--- src/rtl/timer_cfg_pkg.sv ---
// ---------------------------------------------------------------------------
// timer_cfg_pkg
// Shared types for the timer configuration sequencer.
//   state_t   : sequencer FSM states
//   entry_t   : one sequence table entry {paddr, pwdata, mask}
//   clamp_len : limits a requested run length to the table depth
// The table stores CFG_ADDR_W / CFG_DATA_W bits per field; the sequencer
// casts these to its own bus widths, which match at the default sizes.
// ---------------------------------------------------------------------------
package timer_cfg_pkg;

   localparam int CFG_ADDR_W = 16;
   localparam int CFG_DATA_W = 32;
   localparam int IDX_W      = 3;
   localparam int LEN_W      = 4;

   typedef enum logic [2:0] {
      ST_IDLE    = 3'd0,
      ST_WSETUP  = 3'd1,
      ST_WACCESS = 3'd2,
      ST_RSETUP  = 3'd3,
      ST_RACCESS = 3'd4,
      ST_NEXT    = 3'd5,
      ST_FIN     = 3'd6
   } state_t;

   typedef struct packed {
      logic [CFG_ADDR_W-1:0] paddr;
      logic [CFG_DATA_W-1:0] pwdata;
      logic [CFG_DATA_W-1:0] mask;
   } entry_t;

   // Requests longer than the table are run as a full table pass.
   function automatic logic [LEN_W-1:0] clamp_len(input logic [LEN_W-1:0] len,
                                                  input logic [LEN_W-1:0] max_len);
      return (len > max_len) ? max_len : len;
   endfunction

endpackage

--- src/rtl/timer_cfg_tbl.sv ---
// ---------------------------------------------------------------------------
// timer_cfg_tbl
// Sequence table: register array with one synchronous write port and one
// combinational read port. Synchronous reset clears every entry.
// Ports:
//   clk, rst      : clock, synchronous active-high reset
//   we, widx      : write strobe and entry index
//   wdata         : entry written on the strobe edge
//   ridx, rdata   : combinational read of one entry
// ---------------------------------------------------------------------------
module timer_cfg_tbl
   import timer_cfg_pkg::*;
#(
   parameter int N_ENTRY = 8
) (
   input  logic             clk,
   input  logic             rst,
   input  logic             we,
   input  logic [IDX_W-1:0] widx,
   input  entry_t           wdata,
   input  logic [IDX_W-1:0] ridx,
   output entry_t           rdata
);

   entry_t mem [N_ENTRY];

   // Entry storage; indices beyond the configured depth are dropped.
   always_ff @(posedge clk) begin
      if (rst) begin
         for (int i = 0; i < N_ENTRY; i++) begin
            mem[i] <= '0;
         end
      end else if (we && (int'(widx) < N_ENTRY)) begin
         mem[widx] <= wdata;
      end
   end

   // Combinational read so the sequencer sees the entry in the same cycle
   // it selects it.
   always_comb begin
      rdata = '0;
      if (int'(ridx) < N_ENTRY) begin
         rdata = mem[ridx];
      end
   end

endmodule

--- src/rtl/timer_cfg_seq.sv ---
// ---------------------------------------------------------------------------
// timer_cfg_seq
// Replays a table of register writes into a zero-wait APB timer, with an
// optional masked readback after each write.
// Ports:
//   apb_clk, apb_rst             : clock, synchronous active-high reset
//   tbl_we/idx/paddr/pwdata/mask : table write port (accepted only when idle)
//   cfg_len                      : entries to run, sampled at start, max 8
//   start, abort                 : run request, stop request
//   timx_*                       : APB master towards the timer
//   busy, done, aborted          : status; done/aborted are 1-cycle pulses
//   err, err_idx                 : sticky readback mismatch and first index
// ---------------------------------------------------------------------------
module timer_cfg_seq
   import timer_cfg_pkg::*;
#(
   parameter int N_ENTRY = 8,
   parameter int ADDR_W  = 16,
   parameter int DATA_W  = 32
) (
   input  logic              apb_clk,
   input  logic              apb_rst,
   input  logic              tbl_we,
   input  logic [IDX_W-1:0]  tbl_idx,
   input  logic [ADDR_W-1:0] tbl_paddr,
   input  logic [DATA_W-1:0] tbl_pwdata,
   input  logic [DATA_W-1:0] tbl_mask,
   input  logic [LEN_W-1:0]  cfg_len,
   input  logic              start,
   input  logic              abort,
   output logic              timx_psel,
   output logic              timx_penable,
   output logic              timx_pwrite,
   output logic [ADDR_W-1:0] timx_paddr,
   output logic [DATA_W-1:0] timx_pwdata,
   input  logic [DATA_W-1:0] timx_prdata,
   output logic              busy,
   output logic              done,
   output logic              aborted,
   output logic              err,
   output logic [IDX_W-1:0]  err_idx
);

   localparam logic [LEN_W-1:0] MAX_LEN = LEN_W'(N_ENTRY);

   state_t            state;
   state_t            state_nxt;
   logic [IDX_W-1:0]  idx;
   logic [LEN_W-1:0]  len_q;
   logic [LEN_W-1:0]  start_len;
   logic              abort_pend;
   logic              abort_any;
   logic              start_ok;
   logic              last_entry;
   logic              rd_mismatch;
   entry_t            wr_entry;
   entry_t            cur;
   logic [ADDR_W-1:0] cur_addr;
   logic [DATA_W-1:0] cur_wdata;
   logic [DATA_W-1:0] cur_mask;

   // A start is only honoured from IDLE; abort counts as soon as it is seen
   // in a running state, even before it has been latched.
   assign start_ok   = (state == ST_IDLE) && start;
   assign start_len  = clamp_len(cfg_len, MAX_LEN);
   assign abort_any  = abort_pend | abort;
   assign last_entry = (LEN_W'(idx) + LEN_W'(1)) >= len_q;
   assign busy       = (state != ST_IDLE);

   // Table entry currently being replayed, cast to the bus widths.
   assign cur_addr    = ADDR_W'(cur.paddr);
   assign cur_wdata   = DATA_W'(cur.pwdata);
   assign cur_mask    = DATA_W'(cur.mask);
   assign rd_mismatch = ((timx_prdata ^ cur_wdata) & cur_mask) != '0;

   // Table write data built from the loose write-port inputs.
   always_comb begin
      wr_entry        = '0;
      wr_entry.paddr  = CFG_ADDR_W'(tbl_paddr);
      wr_entry.pwdata = CFG_DATA_W'(tbl_pwdata);
      wr_entry.mask   = CFG_DATA_W'(tbl_mask);
   end

   // Writes arriving while a run is in progress are discarded so the
   // sequence being replayed cannot change underneath the FSM.
   timer_cfg_tbl #(
      .N_ENTRY (N_ENTRY)
   ) u_tbl (
      .clk   (apb_clk),
      .rst   (apb_rst),
      .we    (tbl_we && (state == ST_IDLE)),
      .widx  (tbl_idx),
      .wdata (wr_entry),
      .ridx  (idx),
      .rdata (cur)
   );

   // FSM state register.
   always_ff @(posedge apb_clk) begin
      if (apb_rst) begin
         state <= ST_IDLE;
      end else begin
         state <= state_nxt;
      end
   end

   // Next-state and APB outputs. A SETUP phase always proceeds to its
   // ACCESS phase; an abort takes effect only once the ACCESS has completed.
   // Address and write data are held at zero whenever the bus is idle.
   always_comb begin
      state_nxt    = state;
      timx_psel    = 1'b0;
      timx_penable = 1'b0;
      timx_pwrite  = 1'b0;
      timx_paddr   = '0;
      timx_pwdata  = '0;
      case (state)
         ST_IDLE: begin
            if (start) begin
               state_nxt = (start_len == '0) ? ST_FIN : ST_WSETUP;
            end
         end
         ST_WSETUP: begin
            timx_psel   = 1'b1;
            timx_pwrite = 1'b1;
            timx_paddr  = cur_addr;
            timx_pwdata = cur_wdata;
            state_nxt   = ST_WACCESS;
         end
         ST_WACCESS: begin
            timx_psel    = 1'b1;
            timx_penable = 1'b1;
            timx_pwrite  = 1'b1;
            timx_paddr   = cur_addr;
            timx_pwdata  = cur_wdata;
            if (abort_any) begin
               state_nxt = ST_FIN;
            end else if (cur_mask != '0) begin
               state_nxt = ST_RSETUP;
            end else begin
               state_nxt = ST_NEXT;
            end
         end
         ST_RSETUP: begin
            timx_psel  = 1'b1;
            timx_paddr = cur_addr;
            state_nxt  = ST_RACCESS;
         end
         ST_RACCESS: begin
            timx_psel    = 1'b1;
            timx_penable = 1'b1;
            timx_paddr   = cur_addr;
            state_nxt    = abort_any ? ST_FIN : ST_NEXT;
         end
         ST_NEXT: begin
            if (abort_any || last_entry) begin
               state_nxt = ST_FIN;
            end else begin
               state_nxt = ST_WSETUP;
            end
         end
         ST_FIN: begin
            state_nxt = ST_IDLE;
         end
         default: begin
            state_nxt = ST_IDLE;
         end
      endcase
   end

   // Run bookkeeping: entry index, sampled length, latched abort and the
   // sticky readback error. Only the first mismatch of a run records its
   // index; an accepted start clears the error for the new run.
   always_ff @(posedge apb_clk) begin
      if (apb_rst) begin
         idx        <= '0;
         len_q      <= '0;
         abort_pend <= 1'b0;
         err        <= 1'b0;
         err_idx    <= '0;
      end else if (start_ok) begin
         idx        <= '0;
         len_q      <= start_len;
         abort_pend <= 1'b0;
         err        <= 1'b0;
         err_idx    <= '0;
      end else begin
         if (state == ST_FIN) begin
            abort_pend <= 1'b0;
         end else if (busy && abort) begin
            abort_pend <= 1'b1;
         end
         if (state == ST_NEXT) begin
            idx <= idx + IDX_W'(1);
         end
         if ((state == ST_RACCESS) && rd_mismatch && !err) begin
            err     <= 1'b1;
            err_idx <= idx;
         end
      end
   end

   // Completion pulses, raised for the single cycle after FIN.
   always_ff @(posedge apb_clk) begin
      if (apb_rst) begin
         done    <= 1'b0;
         aborted <= 1'b0;
      end else begin
         done    <= (state == ST_FIN) && !abort_any;
         aborted <= (state == ST_FIN) && abort_any;
      end
   end

endmodule
--- config.mk ---
export PLATFORM = sky130hd
export DESIGN_NAME = timer_cfg_seq
export DESIGN_NICKNAME = d
export VERILOG_FILES = /design/src/rtl/timer_cfg_pkg.sv /design/src/rtl/timer_cfg_tbl.sv /design/src/rtl/timer_cfg_seq.sv
export SDC_FILE = /design/constraint.sdc
export NUM_CORES = 1
export LEC_CHECK = 0
export BUFFER_PORTS_ARGS = -buffer_cell sky130_fd_sc_hd__buf_2
export CAP_MARGIN = 20
export CORE_MARGIN = 4
export CORE_UTILIZATION = 25
export CTS_CLUSTER_DIAMETER = 100
export DETAILED_ROUTE_END_ITERATION = 8
export GPL_ROUTABILITY_DRIVEN = 1
export SYNTH_ARGS = -nofsm -noshare
export SYNTH_HDL_FRONTEND = slang
export SYNTH_SLANG_ARGS = --single-unit
--- constraint.sdc ---
create_clock -name apb_clk -period 5.9 [get_ports apb_clk]
set_input_delay 1.18 -clock apb_clk [delete_from_list [all_inputs] [get_ports apb_clk]]
set_output_delay 1.18 -clock apb_clk [all_outputs]
set_load 0.005 [all_outputs]
Yosys cells after proc, flatten, opt, wreduce, memory -nomap -nowiden
Memory sizes are Yosys's and may differ from the RTL's. A register that Yosys moved wholly into a read port is not among the register bits. Index checks and enable logic that the tools add are counted.

Memories: 1. Word-level logic and storage cells: 67. RAM bits: 640. Output and inout port bits: 58. Register bits after elaboration: 17.

Memories: u_tbl.mem (words 8, bits a word 80, read ports 1, clocked after memory_dff 1, wr ports 8, line timer_cfg_tbl.sv:25) `entry_t mem [N_ENTRY];`.

Add/sub/neg operators: 2. Muxes and demuxes: 23. Eq/ne operators: 7. Order comparisons: 2. Reduce and logical (&&, ||, !) cells: 21. Bitwise operators: 3.

Operators by type and width (number): 2-to-1 mux 80 bit (1); OR reduction 80 bit (1); nonzero test 32 bit (2); AND 32 bit (1); 2-to-1 mux 32 bit (1); XOR 32 bit (1); 2-to-1 mux 3 bit (8); case mux 3 bit (6 select lines) (1); 2-to-1 mux 16 bit (1); equality test 3 bit, second input constant (3); 2-to-1 mux 1 bit (9); logical AND 1 bit (7); equality test 3 x 2 -> 1 bit, second input constant (2); OR reduction 2 bit (3); adder 3 x 1 -> 4 bit, second input constant (1); >= comparator 4 bit (1); greater-than comparator 4 bit, second input constant (1); logical NOT 4 bit (1); 2-to-1 mux 4 bit (1); OR reduction 4 bit (1); adder 3 x 1 -> 3 bit, second input constant (1); equality test 3 x 1 -> 1 bit, second input constant (1); logical NOT 3 bit (1); nonzero test 3 bit (1); other kinds (6) (7).

Logic depth before layout (Yosys ltp)
Word-level depth: 7. Gate-level depth with buffers: 12. Mapped depth without buffers: 9.

Modules after synthesis
Synthesis repeated with hierarchy kept, for this count alone.

Cell total of the unflattened synthesis: 2025. Area, all modules: 29923.7 um^2.

Modules (own cells, without submodules): timer_cfg_tbl (area each 28197.0 um^2, instances 1, seq. area each 19218.4 um^2, cells each 1802); timer_cfg_seq (area each 1726.7 um^2, instances 1, seq. area each 340.3 um^2, cells each 223).

Worst setup path after synthesis
No wires, ideal clock.

Path kind: input-to-reg. Start: input port apb_rst. End: memory u_tbl.mem[2][0] in the netlist's numbering, enable pin. Arrival time: 3.329 ns. Setup slack: 2.167 ns. Cell stages on the path: 3. Cell sequence: or4b_2 nor2_1 or2_2.

RTL lines: start: declaration (line timer_cfg_seq.sv:22) `input logic apb_rst,`; end: declaration (line timer_cfg_tbl.sv:25).

==> results_dict.tcl <==
set metrics [dict create \
    status "finished, final reports clean" \
    core-area_sq_mm 0.120 \
    area_growth_pct 17.1 \
    io_pins 182 \
    p_per_area_mw_per_mm2 309 \
    setup.worst_path.start_class "flip-flop" \
    via_per_inst 4.54 \
    p_leak_nw 12.3 \
    cts_resized 0 \
    hold_depth 2 \
    yosys.area_share.xor_xnor_pct 0.695 \
    synth_top_cell_by_area "edfxtp_1" \
    synth_cell_types 49 \
    fillers 11900 \
    maxCapViolCount 0 \
    grt-ovfl-total 0 \
    setup_slack_ps 1160 \
    synth_seq_cells 660 \
    drc_errors 0 \
    maxClockFrequency_ghz 0.211 \
    holdPathEnd "len_q[2]" \
    synthFlopType "edfxtp_1" \
    crit_path_max_incr_delay_ps 930 \
    synth_compound_area_share_pct 2.41 \
    critPathArrivalTime_ps 3560 \
    hold_viol 0 \
    synth_top_family_by_area "simple AND/OR/NAND/NOR gates" \
    required_ps 4720 \
    root_buffer "clkbuf_16" \
    ff2ff_path_depth 9 \
    path_cells "nand2b_1 -> o22ai_1 -> nor2_1 -> nor2_1 -> buf_2" \
    peakVddDrop_v 0.000220 \
    cp-end-kind "output port" \
    hp-start "len_q[2]" \
    r2r-end "err" \
    dr.first_iter.drc_count 1662 \
    multi_input_area_sq_mm 0.0100 \
    whs_ps 455 \
    routedWlPerCell_um 23.5 \
    synthMuxAreaShare_pct 13.2 \
    die_w_um 356 \
    tns_ps 0 \
    seq_area_frac_synth_pct 64.9 \
    grtUsageTotal_pct 14.2 \
    routabilityCongestion 0.791 \
    tightest_slew_ps 1160 \
    wl_mm 91.7 \
    worst_path_max_delay_cell "nand2b_1" \
    yosysMostFrequentCell "and2_1" \
    finalMaxSlewViolations 0 \
    clk_latency_ps 610 \
    netlist_area_sq_mm 0.0302 \
    netlist_instances 2052 \
    syn-num-nets 2181 \
    critPathMaxFanout 49 \
    clkTransAtPathRegs_ps 60 \
    synth_area_leaders "edfxtp_1 64%, and2_1 13%, mux4_2 6.8%" \
    firstDrtPassIters 5 \
    syn_avg_cell_area_sq_um 14.7 \
    relSlewSlack_pct 22.6 \
    period_share_pct 80.3 \
    synth-adder-area-share_pct 0.207 \
    async_flop_share_pct 0 \
    setup_violations 0 \
    seqCellArea_sq_mm 0.0196 \
    layout_min_cycle_time_ps 4740 \
    antenna_found_initial 41 \
    critical_path_class "reg -> out" \
    rows 127 \
    synth_top_cell_area_share_pct 63.6 \
    hold_path.class "reg -> reg" \
    dieArea_sq_mm 0.127 \
    synth-edff-count 640 \
    cts_num_sinks 660 \
    skew_ps 13.5 \
    timing.reg2reg.setup_slack_ps 1760 \
    die_h_um 356 \
    clock_path_buffers 3 \
    ctsHoldBuffers 0 \
    cts_made_buffers 72 \
    start_util_pct 25.2 \
    cts_max_level 3 \
    final_nets 2350 \
    rsz0062_at_grt "no" \
    dr_total_vias 17700 \
    synthTopCellsByCount "642 x and2_1, 640 x edfxtp_1, 178 x mux2i_1" \
    pre_cts_ws_ps 1590 \
    grt_max_degree 81 \
    yosysWarnings 0 \
    drive_gt1_share_pct 19.5 \
    grt_pass1_vias 17600 \
    ant_nets 0 \
    cts_setup_buffers 0 \
    port_buffers 181 \
    tritoncts "done" \
    synthSimpleGateAreaFrac_pct 16.4 \
    cp_common_cell "nor2_1" \
    hpwl_mm 55.3 \
    finalPower_mw 10.9 \
    grt_pass1_wl_mm 130 \
]
==> metal layers <==
layer  GRT usage, %  routed length, um
met4           3.49               2000
met5              0                119
met3           4.42               9590
met2           22.1              41800
met1           19.2              38200
==> cell families after synthesis <==
logic type / count (synthesis)
adder cells (fa/ha/maj): 5
AND/OR/NAND/NOR: 839
XOR/XNOR: 24
multiplexers: 277
AO/OA/AOI/OAI: 112
buffers and inverters: 135
flip-flops: 660
==> registers in the layout, indices dropped and copies added, names as in the netlist, named ones only <==
name        cells
aborted         1
err             1
idx             3
len_q           4
state           3
u_tbl.mem     640
abort_pend      1
err_idx         3
done            1
==> where the power goes <==
part,leakage [nW],switching (mW),internal [mW],total (mW)
clock,1.15,1.86,2.68,4.54
combinational,4.37,0.626,0.308,0.934
sequential,6.79,0.0829,5.37,5.45
==> worst max path at each step <==
| stage | start | to | slack, ps | cells after the start |
|---|---|---|---|---|
| CTS | flip-flop | timx_pwdata[1] | 1170 | 6 |
| global route | flip-flop | timx_pwdata[29] | 1050 | 5 |
| global placement | apb_rst | u_tbl.mem[6][55] | 1640 | 6 |
| detailed placement | apb_rst | u_tbl.mem[6][50] | 1590 | 6 |
| finish | flip-flop | timx_pwdata[29] | 1160 | 5 |
| floorplan | apb_rst | u_tbl.mem[2][0] | 2170 | 3 |
==> metrics by stage <==
step	util, %	instance area, sq um	cells
final	29.5	35400	3903
after global routing	29.5	35400	3892
after CTS	29.5	35400	3890
after detailed placement	27.5	33000	3759
after global placement	27.5	33000	3758
after floorplan	-	30200	2052
==> critical path, delay by kind of cell, from the launching register on <==
| kind | cells | cell delay, ps |
|---|---|---|
| buf+inv | 1 | 180 |
| flops | 1 | 900 |
| simple gates | 3 | 1690 |
| compound gates | 1 | 140 |
==> layout make-up <==
| class | instances | area share [%] |
|---|---|---|
| inverter | 7 | 0.0743 |
| timing repair buffer | 223 | 3.72 |
| sequential | 660 | 55.5 |
| antenna | 13 | 0.0919 |
| multi-input combinational | 1257 | 28.3 |
| clock inverter | 42 | 1.18 |
| clock buffer | 89 | 5.45 |
| tap | 1612 | 5.70 |
==> layout by cell type (no fill, tap or decap), types with 4 or more instances in the layout <==
cell,Yosys,final
clkbuf_16,0,75
nand3b_1,4,4
o21a_1,13,13
nor3_1,27,26
and2_1,642,642
bufinv_16,0,8
clkinv_1,0,14
xnor2_1,5,5
or2_4,0,8
mux4_2,91,91
nor2_4,0,6
diode_2,0,13
mux4_1,5,5
clkbuf_1,81,14
nor2_1,99,93
ha_1,5,5
nand2b_1,9,9
o22ai_1,72,72
clkinv_2,0,13
buf_12,2,7
mux2i_1,178,178
a2111oi_0,4,4
buf_4,10,34
inv_1,7,7
xor2_1,19,19
a21o_1,4,4
buf_2,25,181
a21oi_1,9,9
nand2_1,23,23
dfxtp_1,20,17
edfxtp_1,640,640
nand4_1,7,7
(Power assumes the default switching activity.)
